File: src/rtl/packet_consumer_mc.sv
// packet_consumer_mc
// Multi-VC packet sink for a NoC endpoint. Phits are assembled into flits per
// VC. A small per-VC FSM extracts the source address, counts flits and computes
// time of flight from the injection stamp carried in the second flit. Completed
// packet records go into a first-word-fall-through FIFO that the traffic
// monitor drains with a valid/ready handshake.
//
// Ports:
//   clk, rs (async, active-low)   clock and reset
//   en                            phit acceptance enable (FIFO drains regardless)
//   in_new/in_vc/indata/in_tail   phit input
//   timer                         free-running global time
//   out_valid/out_ready           record handshake
//   out_vc/out_source_addr/out_packet_length/out_time_of_flight  head record
//   drop_count                    records lost to a full FIFO (saturating)
//
// Optional build macro PACKET_CONSUMER_STATS_EN adds pkt_count (wrapping count
// of emitted records, dropped ones included) and tof_max (running maximum tof).
module packet_consumer_mc #(
  parameter int flit_size                   = 1,
  parameter int floorplusone_log2_flit_size = 1,
  parameter int phit_size                   = 32,
  parameter int num_vc                      = 4,
  parameter int vc_bits                     = 2,
  parameter int addr_length                 = 8,
  parameter int addr_place_in_header        = 0,
  parameter int ts_width                    = 64,
  parameter int fifo_depth                  = 4,
  parameter int fifo_ptr_bits               = 2
) (
  input  logic                   clk,
  input  logic                   rs,
  input  logic                   en,
  input  logic                   in_new,
  input  logic [vc_bits-1:0]     in_vc,
  input  logic [phit_size-1:0]   indata,
  input  logic                   in_tail,
  input  logic [ts_width-1:0]    timer,
  output logic                   out_valid,
  input  logic                   out_ready,
  output logic [vc_bits-1:0]     out_vc,
  output logic [addr_length-1:0] out_source_addr,
  output logic [15:0]            out_packet_length,
  output logic [31:0]            out_time_of_flight,
`ifdef PACKET_CONSUMER_STATS_EN
  output logic [31:0]            pkt_count,
  output logic [31:0]            tof_max,
`endif
  output logic [15:0]            drop_count
);

  localparam int FW  = flit_size * phit_size;
  localparam int SW  = (ts_width < FW) ? ts_width : FW;
  localparam int CW  = floorplusone_log2_flit_size;
  localparam int QW  = fifo_ptr_bits + 1;
  localparam int SRC = addr_length + addr_place_in_header;

  localparam logic [1:0] S_IDLE = 2'd0;
  localparam logic [1:0] S_HEAD = 2'd1;
  localparam logic [1:0] S_BODY = 2'd2;

  function automatic logic [15:0] sat_inc16(input logic [15:0] v);
    return (v == 16'hFFFF) ? v : v + 16'd1;
  endfunction

  // Differences that do not fit in 32 bits (including "stamp after land",
  // which wraps to a huge value) saturate to all-ones.
  function automatic logic [31:0] sat_tof(input logic [ts_width-1:0] d);
    return ((d >> 32) != '0) ? 32'hFFFF_FFFF : 32'(d);
  endfunction

  // Per-VC state
  logic [CW-1:0]          phit_cnt [num_vc];
  logic [1:0]             state    [num_vc];
  logic [FW-1:0]          flit_buf [num_vc];
  logic [addr_length-1:0] src_r    [num_vc];
  logic [ts_width-1:0]    land_r   [num_vc];
  logic [15:0]            len_r    [num_vc];
  logic [31:0]            tof_r    [num_vc];

  // Record FIFO
  logic [vc_bits-1:0]       q_vc  [fifo_depth];
  logic [addr_length-1:0]   q_src [fifo_depth];
  logic [15:0]              q_len [fifo_depth];
  logic [31:0]              q_tof [fifo_depth];
  logic [fifo_ptr_bits-1:0] wr_ptr, rd_ptr;
  logic [QW-1:0]            q_cnt;

  logic                   accept, last_phit, flit_done, tail_vld;
  logic [FW-1:0]          flit_c;
  logic [ts_width-1:0]    stamp_c;
  logic [31:0]            head_tof;
  logic                   emit;
  logic [addr_length-1:0] rec_src;
  logic [15:0]            rec_len;
  logic [31:0]            rec_tof;
  logic                   full, pop, push, drop;

  // Input stage: phit acceptance and flit completion
  assign accept    = en & in_new & (int'(in_vc) < num_vc);
  assign last_phit = (int'(phit_cnt[in_vc]) == flit_size - 1);
  assign flit_done = accept & last_phit;
  assign tail_vld  = flit_done & in_tail;

  // The completed flit is the buffered earlier phits with the current phit
  // merged in, so the FSM acts on the same edge the last phit arrives.
  always_comb begin
    flit_c = flit_buf[in_vc];
    flit_c[int'(phit_cnt[in_vc]) * phit_size +: phit_size] = indata;
    stamp_c = '0;
    stamp_c[SW-1:0] = flit_c[SW-1:0];
    head_tof = sat_tof(land_r[in_vc] - stamp_c);
  end

  always_comb begin
    emit    = 1'b0;
    rec_src = src_r[in_vc];
    rec_len = len_r[in_vc];
    rec_tof = tof_r[in_vc];
    case (state[in_vc])
      S_IDLE: begin
        emit    = tail_vld;
        rec_src = flit_c[SRC +: addr_length];
        rec_len = 16'd1;
        rec_tof = 32'd0;
      end
      S_HEAD: begin
        emit    = tail_vld;
        rec_len = 16'd2;
        rec_tof = head_tof;
      end
      S_BODY: begin
        emit    = tail_vld;
        rec_len = sat_inc16(len_r[in_vc]);
      end
      default: emit = 1'b0;
    endcase
  end

  // Output stage: FIFO handshake
  assign full = (q_cnt == QW'(fifo_depth));
  assign pop  = out_valid & out_ready;
  assign push = emit & (~full | pop);
  assign drop = emit & full & ~pop;

  assign out_valid          = (q_cnt != '0);
  assign out_vc             = out_valid ? q_vc[rd_ptr]  : '0;
  assign out_source_addr    = out_valid ? q_src[rd_ptr] : '0;
  assign out_packet_length  = out_valid ? q_len[rd_ptr] : '0;
  assign out_time_of_flight = out_valid ? q_tof[rd_ptr] : '0;

  always_ff @(posedge clk or negedge rs) begin
    if (!rs) begin
      for (int i = 0; i < num_vc; i++) begin
        phit_cnt[i] <= '0;
        state[i]    <= S_IDLE;
      end
      wr_ptr     <= '0;
      rd_ptr     <= '0;
      q_cnt      <= '0;
      drop_count <= '0;
    end else begin
      if (accept)
        phit_cnt[in_vc] <= last_phit ? '0 : phit_cnt[in_vc] + CW'(1);
      if (flit_done) begin
        case (state[in_vc])
          S_IDLE:  state[in_vc] <= in_tail ? S_IDLE : S_HEAD;
          S_HEAD:  state[in_vc] <= in_tail ? S_IDLE : S_BODY;
          S_BODY:  state[in_vc] <= in_tail ? S_IDLE : S_BODY;
          default: state[in_vc] <= S_IDLE;
        endcase
      end
      if (push) wr_ptr <= wr_ptr + fifo_ptr_bits'(1);
      if (pop)  rd_ptr <= rd_ptr + fifo_ptr_bits'(1);
      if (push && !pop)      q_cnt <= q_cnt + QW'(1);
      else if (pop && !push) q_cnt <= q_cnt - QW'(1);
      if (drop) drop_count <= sat_inc16(drop_count);
    end
  end

  // Data registers carry no reset; they are qualified by FSM state and FIFO count.
  always_ff @(posedge clk) begin
    if (accept)
      flit_buf[in_vc][int'(phit_cnt[in_vc]) * phit_size +: phit_size] <= indata;
    if (flit_done) begin
      case (state[in_vc])
        S_IDLE: begin
          src_r[in_vc]  <= flit_c[SRC +: addr_length];
          land_r[in_vc] <= timer;
          len_r[in_vc]  <= 16'd1;
        end
        S_HEAD: begin
          tof_r[in_vc] <= head_tof;
          len_r[in_vc] <= 16'd2;
        end
        default: len_r[in_vc] <= sat_inc16(len_r[in_vc]);
      endcase
    end
    if (push) begin
      q_vc[wr_ptr]  <= in_vc;
      q_src[wr_ptr] <= rec_src;
      q_len[wr_ptr] <= rec_len;
      q_tof[wr_ptr] <= rec_tof;
    end
  end

`ifdef PACKET_CONSUMER_STATS_EN
  always_ff @(posedge clk or negedge rs) begin
    if (!rs) begin
      pkt_count <= '0;
      tof_max   <= '0;
    end else if (emit) begin
      pkt_count <= pkt_count + 32'd1;
      if (rec_tof > tof_max) tof_max <= rec_tof;
    end
  end
`endif

endmodule

File: config.mk
export PLATFORM = sky130hd
export DESIGN_NAME = packet_consumer_mc
export DESIGN_NICKNAME = d
export VERILOG_FILES = /design/src/rtl/packet_consumer_mc.sv
export SDC_FILE = /design/constraint.sdc
export NUM_CORES = 1
export LEC_CHECK = 0
export BUFFER_PORTS_ARGS = -buffer_cell sky130_fd_sc_hd__buf_4
export CAP_MARGIN = 10
export CORE_ASPECT_RATIO = 2
export CORE_MARGIN = 2
export CORE_UTILIZATION = 35
export CTS_BUF_LIST = sky130_fd_sc_hd__clkbuf_16
export DETAILED_ROUTE_END_ITERATION = 7
export PLACE_DENSITY = 0.63
export SETUP_SLACK_MARGIN = 0.3
export SLEW_MARGIN = 10
export SYNTH_ARGS = -nofsm -noshare
export SYNTH_HDL_FRONTEND = slang
export SYNTH_SLANG_ARGS = --single-unit
File: constraint.sdc
create_clock -name clk -period 10.7 [get_ports clk]
set_clock_uncertainty 0.1 [all_clocks]
set_input_delay 2.675 -clock clk [delete_from_list [all_inputs] [get_ports clk]]
set_output_delay 2.675 -clock clk [all_outputs]
set_load 0.005 [all_outputs]
==> qor.txt, run 1 <==
DRT
-------------------------------------------------------------------------------------
Final antenna-violating net count                                                   0
Pre-Repair DR Iteration Count                                                       5
DRC violation count after routing                                                   0
Total detailed-routing wirelength                                            83.18 mm
Number of DRC violations after detailed-routing iteration 0                      1237
Detail-routed net length per standard cell                                   24.21 µm
DR vias                                                                         18470
Post-DR vias/cell                                                               5.375

FINISH
-------------------------------------------------------------------------------------
Number of filler cells placed in the layout                                      8310
Most frequent cells in the layout                                        sky130_fd_sc_hd__edfxtp_1 (712), sky130_fd_sc_hd__buf_4 (211), sky130_fd_sc_hd__mux4_2 (170)
Fraction of layout cells with a size suffix above 1                            0.2366
Final layout net count                                                           2334
Cell area after layout                                                      37600 µm²
Non-filler instance count after layout                                           3436
Layout overhead on the synthesized area                                        14.76%
Most frequent standard cell in the layout excluding fill and tap cells   sky130_fd_sc_hd__edfxtp_1

GLOBAL ROUTING
-------------------------------------------------------------------------------------
Global-route wire length before repair                                       123.6 mm
Pin count of the biggest net entering global routing                               60
Total global-route track usage                                                 0.1738
Number of antenna violations at the first check in global routing                   5
Number of global-route vias before repair                                       19560
GR Overflow Total                                                                   0

STA
-------------------------------------------------------------------------------------
Minimum clock period after layout                                            8.842 ns
Worst Max-Slew Pin Slew                                                      1.265 ns
Crit share post-route                                                          0.8264
Upper clock frequency limit                                                 113.1 MHz
Final count of hold timing violations                                               0
Summed negative setup slack over all endpoints                                   0 ns
Final-report max-slew violation count                                               0
RSZ-0062 raised after global routing                                            false
Max-slew headroom                                                              0.1505
Worst slack on hold paths                                                   0.3857 ns
Endpoints failing setup                                                             0

SETUP PATH
-------------------------------------------------------------------------------------
Combined buffer and inverter count along the critical path                          2
List of cells traversed by the critical path                             clkbuf_8, buf_4, mux4_2, ha_1, nand3_1, nor4_1, o211ai_1, a31oi_1, nor3_1, a211oi_1, a21oi_1, nor4_1, and4_1, a21oi_1
Launching element type of the critical path                                input port
CP required                                                                  10.91 ns
Critical path class                                                      input port to register
Cell family contributing the most delay on the critical path             simple AND/OR/NAND/NOR gates
Slowest Stage Delay on Critical Path                                          1.00 ns
Crit-path slowest cell                                                   sky130_fd_sc_hd__and4_1
Endpoint arrival time on the critical path                                    9.05 ns
Critical Path Fanout Max                                                           54
Endpoint type of the worst setup path                                        register

PLACEMENT
-------------------------------------------------------------------------------------
Detailed placement HPWL                                                      59.59 mm
# placed instances                                                               3313
Final estimated routing congestion in global placement                         0.9521
Area of placed instances                                                    35400 µm²
Buffers added on ports                                                            178

POWER AND IR DROP
-------------------------------------------------------------------------------------
Worst vdd ir                                                              0.0001480 V
Cell Int Power                                                               5.577 mW
Logic gate share of total power                                                 0.230
PD cells                                                                 205.6 nW/µm²
Relative contribution of the clock network to total power                       0.310
Leakage power total                                                          12.58 nW
Total power                                                                  7.730 mW
Switching Fraction                                                             0.2785
Reg power frac                                                                  0.460
Switching power                                                              2.153 mW

SYNTHESIS
-------------------------------------------------------------------------------------
Yosys synthesis warning count                                                       0
Top_reg_cell synth                                                       sky130_fd_sc_hd__edfxtp_1
Syn_nets                                                                         2150
Mapped Area                                                                 32770 µm²
Count of different cell masters after synthesis                                    82
Share of synthesized flip-flops with an asynchronous set or reset             0.04172
Number of flops mapped to enable cells by yosys                                   712
Synthesized area per cell                                                   16.40 µm²
Post-synthesis cell count                                                        1998
Proportion of synthesized chip area in sequential cells                        0.6762
FF+latch count, synth                                                             743

DIE
-------------------------------------------------------------------------------------
Cell row count                                                                    158
Starting density of the core                                                   0.3534
X dimension of the die                                                       220.4 µm
Top-level port count                                                              179
Height of the die                                                            436.7 µm
Die Footprint                                                               96230 µm²
Core region area                                                            92720 µm²

CLOCK TREE
-------------------------------------------------------------------------------------
Count of instances resized after the clock tree is built                            0
CTS Buf Count                                                                      67
H-tree level count                                                                  3
Hold-fix buffers, CTS                                                               0
Clock slew seen by the registers of the worst setup and hold paths            0.07 ns
Buffer depth of the longest clock path                                              3
Library cell used as clock root buffer                                   sky130_fd_sc_hd__clkbuf_16
CTS tree                                                                         done
Post-CTS repair timing setup buffer count                                           0
Latest clock arrival within the worst-skew pair                               0.66 ns
Count of clock tree sinks                                                         743

RUN
-------------------------------------------------------------------------------------
Total of max-cap violations                                                         0

WORST HOLD PATH
-------------------------------------------------------------------------------------
HP Class                                                                 register to register

STATUS
-------------------------------------------------------------------------------------
Outcome                                                                  complete, no violations

## metrics by stage
step	util	setup WS, ns
floorplan	-	1.155
global placement	0.3818	1.096
detailed placement	0.3818	1.032
CTS	0.4054	1.751
global route	0.4055	1.625
finish	0.4055	1.858
## power by group through the flow
stage / Clock (mW) / Combinational, mW / Sequential [mW]
2_1_floorplan: 0 / 1.10 / 3.58
3_3_place_gp: 0 / 1.78 / 3.61
3_5_place_dp: 0 / 1.82 / 3.62
4_1_cts: 2.47 / 1.82 / 3.56
5_1_grt: 2.57 / 1.95 / 3.57
6_report: 2.40 / 1.78 / 3.56
## synth_stat cells (6+ instances only)
library cell,n,area (µm²)
sky130_fd_sc_hd__edfxtp_1,712,21380
sky130_fd_sc_hd__mux4_2,170,3829
sky130_fd_sc_hd__nand2_1,119,446.7
sky130_fd_sc_hd__nor2_1,117,439.2
sky130_fd_sc_hd__a21oi_1,112,560.5
sky130_fd_sc_hd__and2_1,70,437.9
sky130_fd_sc_hd__inv_1,61,229.0
sky130_fd_sc_hd__clkbuf_1,58,217.7
sky130_fd_sc_hd__o21ai_0,56,280.3
sky130_fd_sc_hd__ha_1,46,575.6
sky130_fd_sc_hd__xnor2_1,41,359.1
sky130_fd_sc_hd__nand3_1,34,170.2
sky130_fd_sc_hd__or4_1,34,255.2
sky130_fd_sc_hd__dfrtp_1,31,775.7
sky130_fd_sc_hd__xor2_1,30,262.8
sky130_fd_sc_hd__nand4_1,27,168.9
sky130_fd_sc_hd__nor3_1,22,110.1
sky130_fd_sc_hd__nor4_1,16,100.1
sky130_fd_sc_hd__buf_1,15,56.30
sky130_fd_sc_hd__a31oi_1,13,81.33
sky130_fd_sc_hd__mux2_2,11,123.9
sky130_fd_sc_hd__and3_1,10,62.56
sky130_fd_sc_hd__mux4_1,10,262.8
sky130_fd_sc_hd__o31ai_1,10,75.07
sky130_fd_sc_hd__o31a_1,9,78.83
sky130_fd_sc_hd__a22o_1,8,70.07
sky130_fd_sc_hd__buf_6,8,90.09
sky130_fd_sc_hd__nand2b_1,8,50.05
sky130_fd_sc_hd__o211ai_1,8,60.06
sky130_fd_sc_hd__nand3b_1,7,52.55
sky130_fd_sc_hd__o22ai_1,7,43.79
sky130_fd_sc_hd__a21o_1,6,45.04
sky130_fd_sc_hd__or3_1,6,37.54
## routing by layer
layer / up-vias / global-route usage / routed length (µm)
met4: 0 / 0.08790 / 3878
li1: 8287 / - / -
met3: 159 / 0.02345 / 3471
met5: - / 0 / 0
met2: 579 / 0.3178 / 45140
met1: 9442 / 0.1942 / 30690
## registers in the layout, indices dropped and copies added, names as in the netlist, 16 cells and up
signal      flops
tof_r         128
len_r          64
q_len          64
q_tof         128
src_r          32
q_src          32
drop_count     16
land_r        256
## final cells by class
cell class / instances / area, µm² / share of cell area
inverter: 63 / 236.5 / 0.006289
tap: 1200 / 1501 / 0.03993
antenna: 4 / 10.01 / 0.0002662
clock buffer: 67 / 1677 / 0.04459
multi-input combinational: 1094 / 9893 / 0.2631
timing repair buffer: 213 / 1609 / 0.04279
clock inverter: 52 / 513.0 / 0.01364
sequential: 743 / 22160 / 0.5894
## final timing paths
check / startpoint / end / slack [ns] / depth (start not counted)
worst max-delay path: in_vc[0] / q_tof[3][4]$_DFFE_PP_ / 1.86 / 14
worst min-delay path: q_cnt[2]$_DFFE_PN0P_ / q_cnt[2]$_DFFE_PN0P_ / 0.39 / 1
worst max register to register: land_r[3][31]$_DFFE_PP_ / q_tof[3][4]$_DFFE_PP_ / 4.59 / 12
worst min register to register: q_cnt[2]$_DFFE_PN0P_ / q_cnt[2]$_DFFE_PN0P_ / 0.39 / 1
max in group asynchronous: rs / rd_ptr[0]$_DFFE_PN0P_ / 8.30 / 1
min in group asynchronous: rs / drop_count[13]$_DFFE_PN0P_ / 1.86 / 1
## kinds of logic (layout without fill, tap and decap cells)
kind of cell    Yosys count  count (layout)  synth area share
fa+ha+maj                48              48           0.01879
other cells               0               4                 0
compound gates          277             277           0.05232
simple gates            503             503           0.08042
flops                   743             743            0.6762
mux                     195             195            0.1299
buf+inv                 161             395           0.02341
xor+xnor                 71              71           0.01898
(Power assumes the default switching activity.)
==> run 2, diff against run 1 <==
ABC_AREA = 1   (was unset)
clock period = 8.5 ns   (was 10.7 ns; I/O delays follow)
==> qor.txt, run 2 <==
STATUS
-------------------------------------------------------------------------------------
Outcome                                                                  complete, no violations   unchanged

FINISH
-------------------------------------------------------------------------------------
Final layout net count                                                           3721   was 2334
Top flop regs                                                            land_r: 256 flops, q_tof: 128 flops, tof_r: 128 flops   unchanged
Final core utilization                                                         0.4079   was 0.4055
Flip-flop count of the largest register, all copies and words added               256   unchanged
Number of filler cells placed in the layout                                      9398   was 8310
Most frequent cells in the layout                                        sky130_fd_sc_hd__nand2_1 (1017), sky130_fd_sc_hd__edfxtp_1 (712), sky130_fd_sc_hd__nor2_1 (468)   was sky130_fd_sc_hd__edfxtp_1 (712), sky130_fd_sc_hd__buf_4 (211), sky130_fd_sc_hd__mux4_2 (170)
Layout overhead on the synthesized area                                        15.70%   was 14.76%
Most frequent standard cell in the layout excluding fill and tap cells   sky130_fd_sc_hd__nand2_1   was sky130_fd_sc_hd__edfxtp_1
Fraction of layout cells with a size suffix above 1                            0.1072   was 0.2366
Top reg by flops                                                               land_r   unchanged

STA
-------------------------------------------------------------------------------------
Max-slew headroom                                                              0.2883   was 0.1505
Worst slack on hold paths                                                   0.4166 ns   was 0.3857 ns
Worst Max-Slew Pin Slew                                                      1.068 ns   was 1.265 ns
Endpoints failing setup                                                             0   unchanged
Crit share post-route                                                          0.7910
Minimum clock period after layout                                            6.723 ns
Final count of hold timing violations                                               0   unchanged
RSZ-0062 raised after global routing                                            false   unchanged
Upper clock frequency limit                                                 148.7 MHz
Final-report max-slew violation count                                               0   unchanged
Worst setup margin                                                           1.777 ns   was 1.858 ns

SYNTHESIS
-------------------------------------------------------------------------------------
Share of synthesized flip-flops with an asynchronous set or reset             0.04172   unchanged
Mapped Area                                                                 34370 µm²   was 32770 µm²
Share of the synthesized area in the top cell type                             0.6220   was 0.6525
Count of different cell masters after synthesis                                    47   was 82
Top_reg_cell synth                                                       sky130_fd_sc_hd__edfxtp_1   unchanged
Proportion of synthesized chip area in sequential cells                        0.6446   was 0.6762
FF+latch count, synth                                                             743   unchanged
Post-synthesis cell count                                                        3401   was 1998
Leading cell types by total area after synthesis                         sky130_fd_sc_hd__edfxtp_1 (62%), sky130_fd_sc_hd__nand2_1 (11%), sky130_fd_sc_hd__nor2_1 (5.3%), sky130_fd_sc_hd__nand3_1 (2.8%), sky130_fd_sc_hd__a22oi_1 (2.8%)   was sky130_fd_sc_hd__edfxtp_1 (65%), sky130_fd_sc_hd__mux4_2 (12%), sky130_fd_sc_hd__dfrtp_1 (2.4%), sky130_fd_sc_hd__ha_1 (1.8%), sky130_fd_sc_hd__a21oi_1 (1.7%)
Yosys synthesis warning count                                                       0   unchanged
Synth top cells by count                                                 sky130_fd_sc_hd__nand2_1 (1017), sky130_fd_sc_hd__edfxtp_1 (712), sky130_fd_sc_hd__nor2_1 (482)   was sky130_fd_sc_hd__edfxtp_1 (712), sky130_fd_sc_hd__mux4_2 (170), sky130_fd_sc_hd__nand2_1 (119)
Syn_nets                                                                         3553   was 2150
Yosys top cell by area                                                   sky130_fd_sc_hd__edfxtp_1   unchanged
Number of flops mapped to enable cells by yosys                                   712   unchanged
Synthesized area per cell                                                   10.11 µm²   was 16.40 µm²
Cell with the most instances after synthesis                             sky130_fd_sc_hd__nand2_1   was sky130_fd_sc_hd__edfxtp_1

SETUP PATH
-------------------------------------------------------------------------------------
Setup slack, reg-to-reg                                                       3.97 ns   was 4.59 ns
Launching element type of the critical path                                input port   unchanged
Critical Path Fanout Max                                                           32   was 54
Reg-to-reg critical path endpoint                                        q_tof[0][2]$_DFFE_PP_   was q_tof[3][4]$_DFFE_PP_
Endpoint arrival time on the critical path                                    7.01 ns   was 9.05 ns
Worst r2r path cells                                                               24   was 12
Critical path class                                                      input port to register   unchanged
R2R Path Start                                                           land_r[0][1]$_DFFE_PP_   was land_r[3][31]$_DFFE_PP_
CP required                                                                   8.78 ns   was 10.91 ns
Endpoint type of the worst setup path                                        register   unchanged

PLACEMENT
-------------------------------------------------------------------------------------
Final estimated routing congestion in global placement                          1.016   was 0.9521
Buffers added on ports                                                            178   unchanged
Setup Slack @ Placement                                                      1.155 ns   was 1.032 ns
Detailed placement HPWL                                                      75.90 mm   was 59.59 mm

DRT
-------------------------------------------------------------------------------------
DR vias                                                                         24880   was 18470
Number of DRC violations after detailed-routing iteration 0                      1572   was 1237
Detail-routed net length per standard cell                                   21.19 µm   was 24.21 µm
Pre-Repair DR Iteration Count                                                       7   was 5
DRC violation count after routing                                                   0   unchanged
Total detailed-routing wirelength                                            104.6 mm   was 83.18 mm
Post-DR vias/cell                                                               5.041   was 5.375
Final antenna-violating net count                                                   0   unchanged

CLOCK TREE
-------------------------------------------------------------------------------------
Clock slew seen by the registers of the worst setup and hold paths            0.07 ns   about the same
Latest clock arrival within the worst-skew pair                               0.67 ns   was 0.66 ns
Post-CTS repair timing setup buffer count                                           0   unchanged
CTS Buf Count                                                                      70   was 67
Buffer depth of the longest clock path                                              3   unchanged
CTS tree                                                                         done   unchanged
Count of instances resized after the clock tree is built                            0   unchanged
Hold-fix buffers, CTS                                                               0   unchanged
Count of clock tree sinks                                                         743   unchanged
Library cell used as clock root buffer                                   sky130_fd_sc_hd__clkbuf_16   unchanged
H-tree level count                                                                  3   unchanged

WORST HOLD PATH
-------------------------------------------------------------------------------------
HP Class                                                                 register to register   unchanged
Worst Hold Launch                                                        drop_count[9]$_DFFE_PN0P_   was q_cnt[2]$_DFFE_PN0P_
Cell count of the worst hold path                                                   1   unchanged
Hold EP                                                                  drop_count[9]$_DFFE_PN0P_   was q_cnt[2]$_DFFE_PN0P_

POWER AND IR DROP
-------------------------------------------------------------------------------------
PD cells                                                                 253.2 nW/µm²   was 205.6 nW/µm²
Leakage power total                                                          15.50 nW   was 12.58 nW
Worst vdd ir                                                              0.0001760 V   was 0.0001480 V

DIE
-------------------------------------------------------------------------------------
Top-level port count                                                              179   unchanged
Starting density of the core                                                   0.3526   was 0.3534
Cell row count                                                                    162   was 158
Height of the die                                                            447.2 µm   was 436.7 µm
Die Footprint                                                              100900 µm²   was 96230 µm²
X dimension of the die                                                       225.6 µm   was 220.4 µm
Core region area                                                            97500 µm²   was 92720 µm²

GLOBAL ROUTING
-------------------------------------------------------------------------------------
Number of global-route vias before repair                                       24820   was 19560
GR Overflow Total                                                                   0   unchanged
Total global-route track usage                                                 0.2078   was 0.1738
Pin count of the biggest net entering global routing                              117   was 60
Number of antenna violations at the first check in global routing                   6   was 5
Global-route wire length before repair                                       154.0 mm   was 123.6 mm

RUN
-------------------------------------------------------------------------------------
Total of max-cap violations                                                         0   unchanged

## run 2: changes by cell type in the layout (fill, tap and decap cells not counted), moves of 90 or more
cell / previous run / this run
sky130_fd_sc_hd__inv_1: 71 / 232
sky130_fd_sc_hd__mux4_2: 170 / 0
sky130_fd_sc_hd__nand3_1: 34 / 195
sky130_fd_sc_hd__nand2_1: 119 / 1017
sky130_fd_sc_hd__a22oi_1: 1 / 127
sky130_fd_sc_hd__o21ai_0: 55 / 145
sky130_fd_sc_hd__nor2_1: 109 / 468
## run 2: through the flow
stage | total power, mW | cell area (µm²) | TNS, ns | std cells
finish | 10.07 | 39770 | 0 | 4936
global route | 10.56 | 39770 | 0 | 4936
CTS | 10.17 | 39760 | 0 | 4933
detailed placement | 6.896 | 37350 | 0 | 4809
global placement | 6.871 | 37350 | 0 | 4809
floorplan | 5.788 | 34370 | -239.35 | 3401
## run 2: cell type report
type | count | area (µm²) | area share
Timing Repair Buffer | 233 | 1874 | 0.04713
Clock inverter | 52 | 613.1 | 0.01542
Antenna cell | 3 | 7.507 | 0.0001888
Clock buffer | 72 | 1802 | 0.04531
Inverter | 235 | 883.3 | 0.02221
Multi-Input combinational cell | 2286 | 10790 | 0.2712
Sequential cell | 743 | 22160 | 0.5573
Tap cell | 1312 | 1642 | 0.04128
## run 2: worst max-delay path, cell delays in order
cell and delay, ns:
sky130_fd_sc_hd__buf_4 0.20, sky130_fd_sc_hd__nand2_1 0.33, sky130_fd_sc_hd__clkinv_2 0.39, sky130_fd_sc_hd__buf_4 0.35, sky130_fd_sc_hd__a22oi_1 0.19, sky130_fd_sc_hd__nand2_1 0.13, sky130_fd_sc_hd__ha_1 0.47, sky130_fd_sc_hd__nand2_1 0.18
sky130_fd_sc_hd__nor2_1 0.24, sky130_fd_sc_hd__nand2_1 0.12, sky130_fd_sc_hd__nor2_1 0.11, sky130_fd_sc_hd__nand2_1 0.06, sky130_fd_sc_hd__nand3_1 0.28, sky130_fd_sc_hd__nand2_1 0.26, sky130_fd_sc_hd__nand2_1 0.18, sky130_fd_sc_hd__nand2_1 0.06
sky130_fd_sc_hd__nand2_1 0.08, sky130_fd_sc_hd__nand2_1 0.10, sky130_fd_sc_hd__nor2_1 0.11, sky130_fd_sc_hd__nand2_1 0.09, sky130_fd_sc_hd__nor2_4 0.09, sky130_fd_sc_hd__buf_4 0.40, sky130_fd_sc_hd__nand3_1 0.15, sky130_fd_sc_hd__nand2_1 0.09
sky130_fd_sc_hd__nand2_1 0.12
## run 2: per-layer routing
| layer | track usage | share of wire | up-vias |
|---|---|---|---|
| met5 | 0 | 0.00034 | - |
| met4 | 0.1393 | 0.066 | 6 |
| met3 | 0.02678 | 0.047 | 240 |
| met2 | 0.3831 | 0.53 | 756 |
| met1 | 0.2186 | 0.36 | 11980 |
| li1 | - | - | 11900 |
## run 2: worst max-delay path by stage
stage	end	depth (start not counted)	startpoint
after floorplan	land_r[2][0]$_DFFE_PP_	13	in_vc[0]
after global placement	q_tof[2][7]$_DFFE_PP_	25	in_vc[1]
after detailed placement	q_tof[3][2]$_DFFE_PP_	25	in_vc[1]
after CTS	q_tof[0][2]$_DFFE_PP_	25	in_vc[1]
after global routing	q_tof[0][11]$_DFFE_PP_	25	in_vc[1]
final	q_tof[0][2]$_DFFE_PP_	25	in_vc[1]
## run 2: cell families (layout without fill, tap and decap cells)
logic type / count (synthesis) / in the layout / synth area share
AO/OA/AOI/OAI: 413 / 413 / 0.07240
multiplexers: 1 / 1 / 0.0003276
adder cells (fa/ha/maj): 48 / 48 / 0.01791
AND/OR/NAND/NOR: 1767 / 1767 / 0.2060
buffers and inverters: 372 / 592 / 0.04426
flip-flops: 743 / 743 / 0.6446
XOR/XNOR: 57 / 57 / 0.01452
other: 0 / 3 / 0
## run 2: report_power, final
group | leakage, nW | internal [mW] | switching, mW
clock network | 1.19 | 1.87 | 1.41
registers | 7.00 | 4.30 | 0.0924
logic | 7.31 | 0.816 | 1.58
total | 15.5 | 6.99 | 3.08
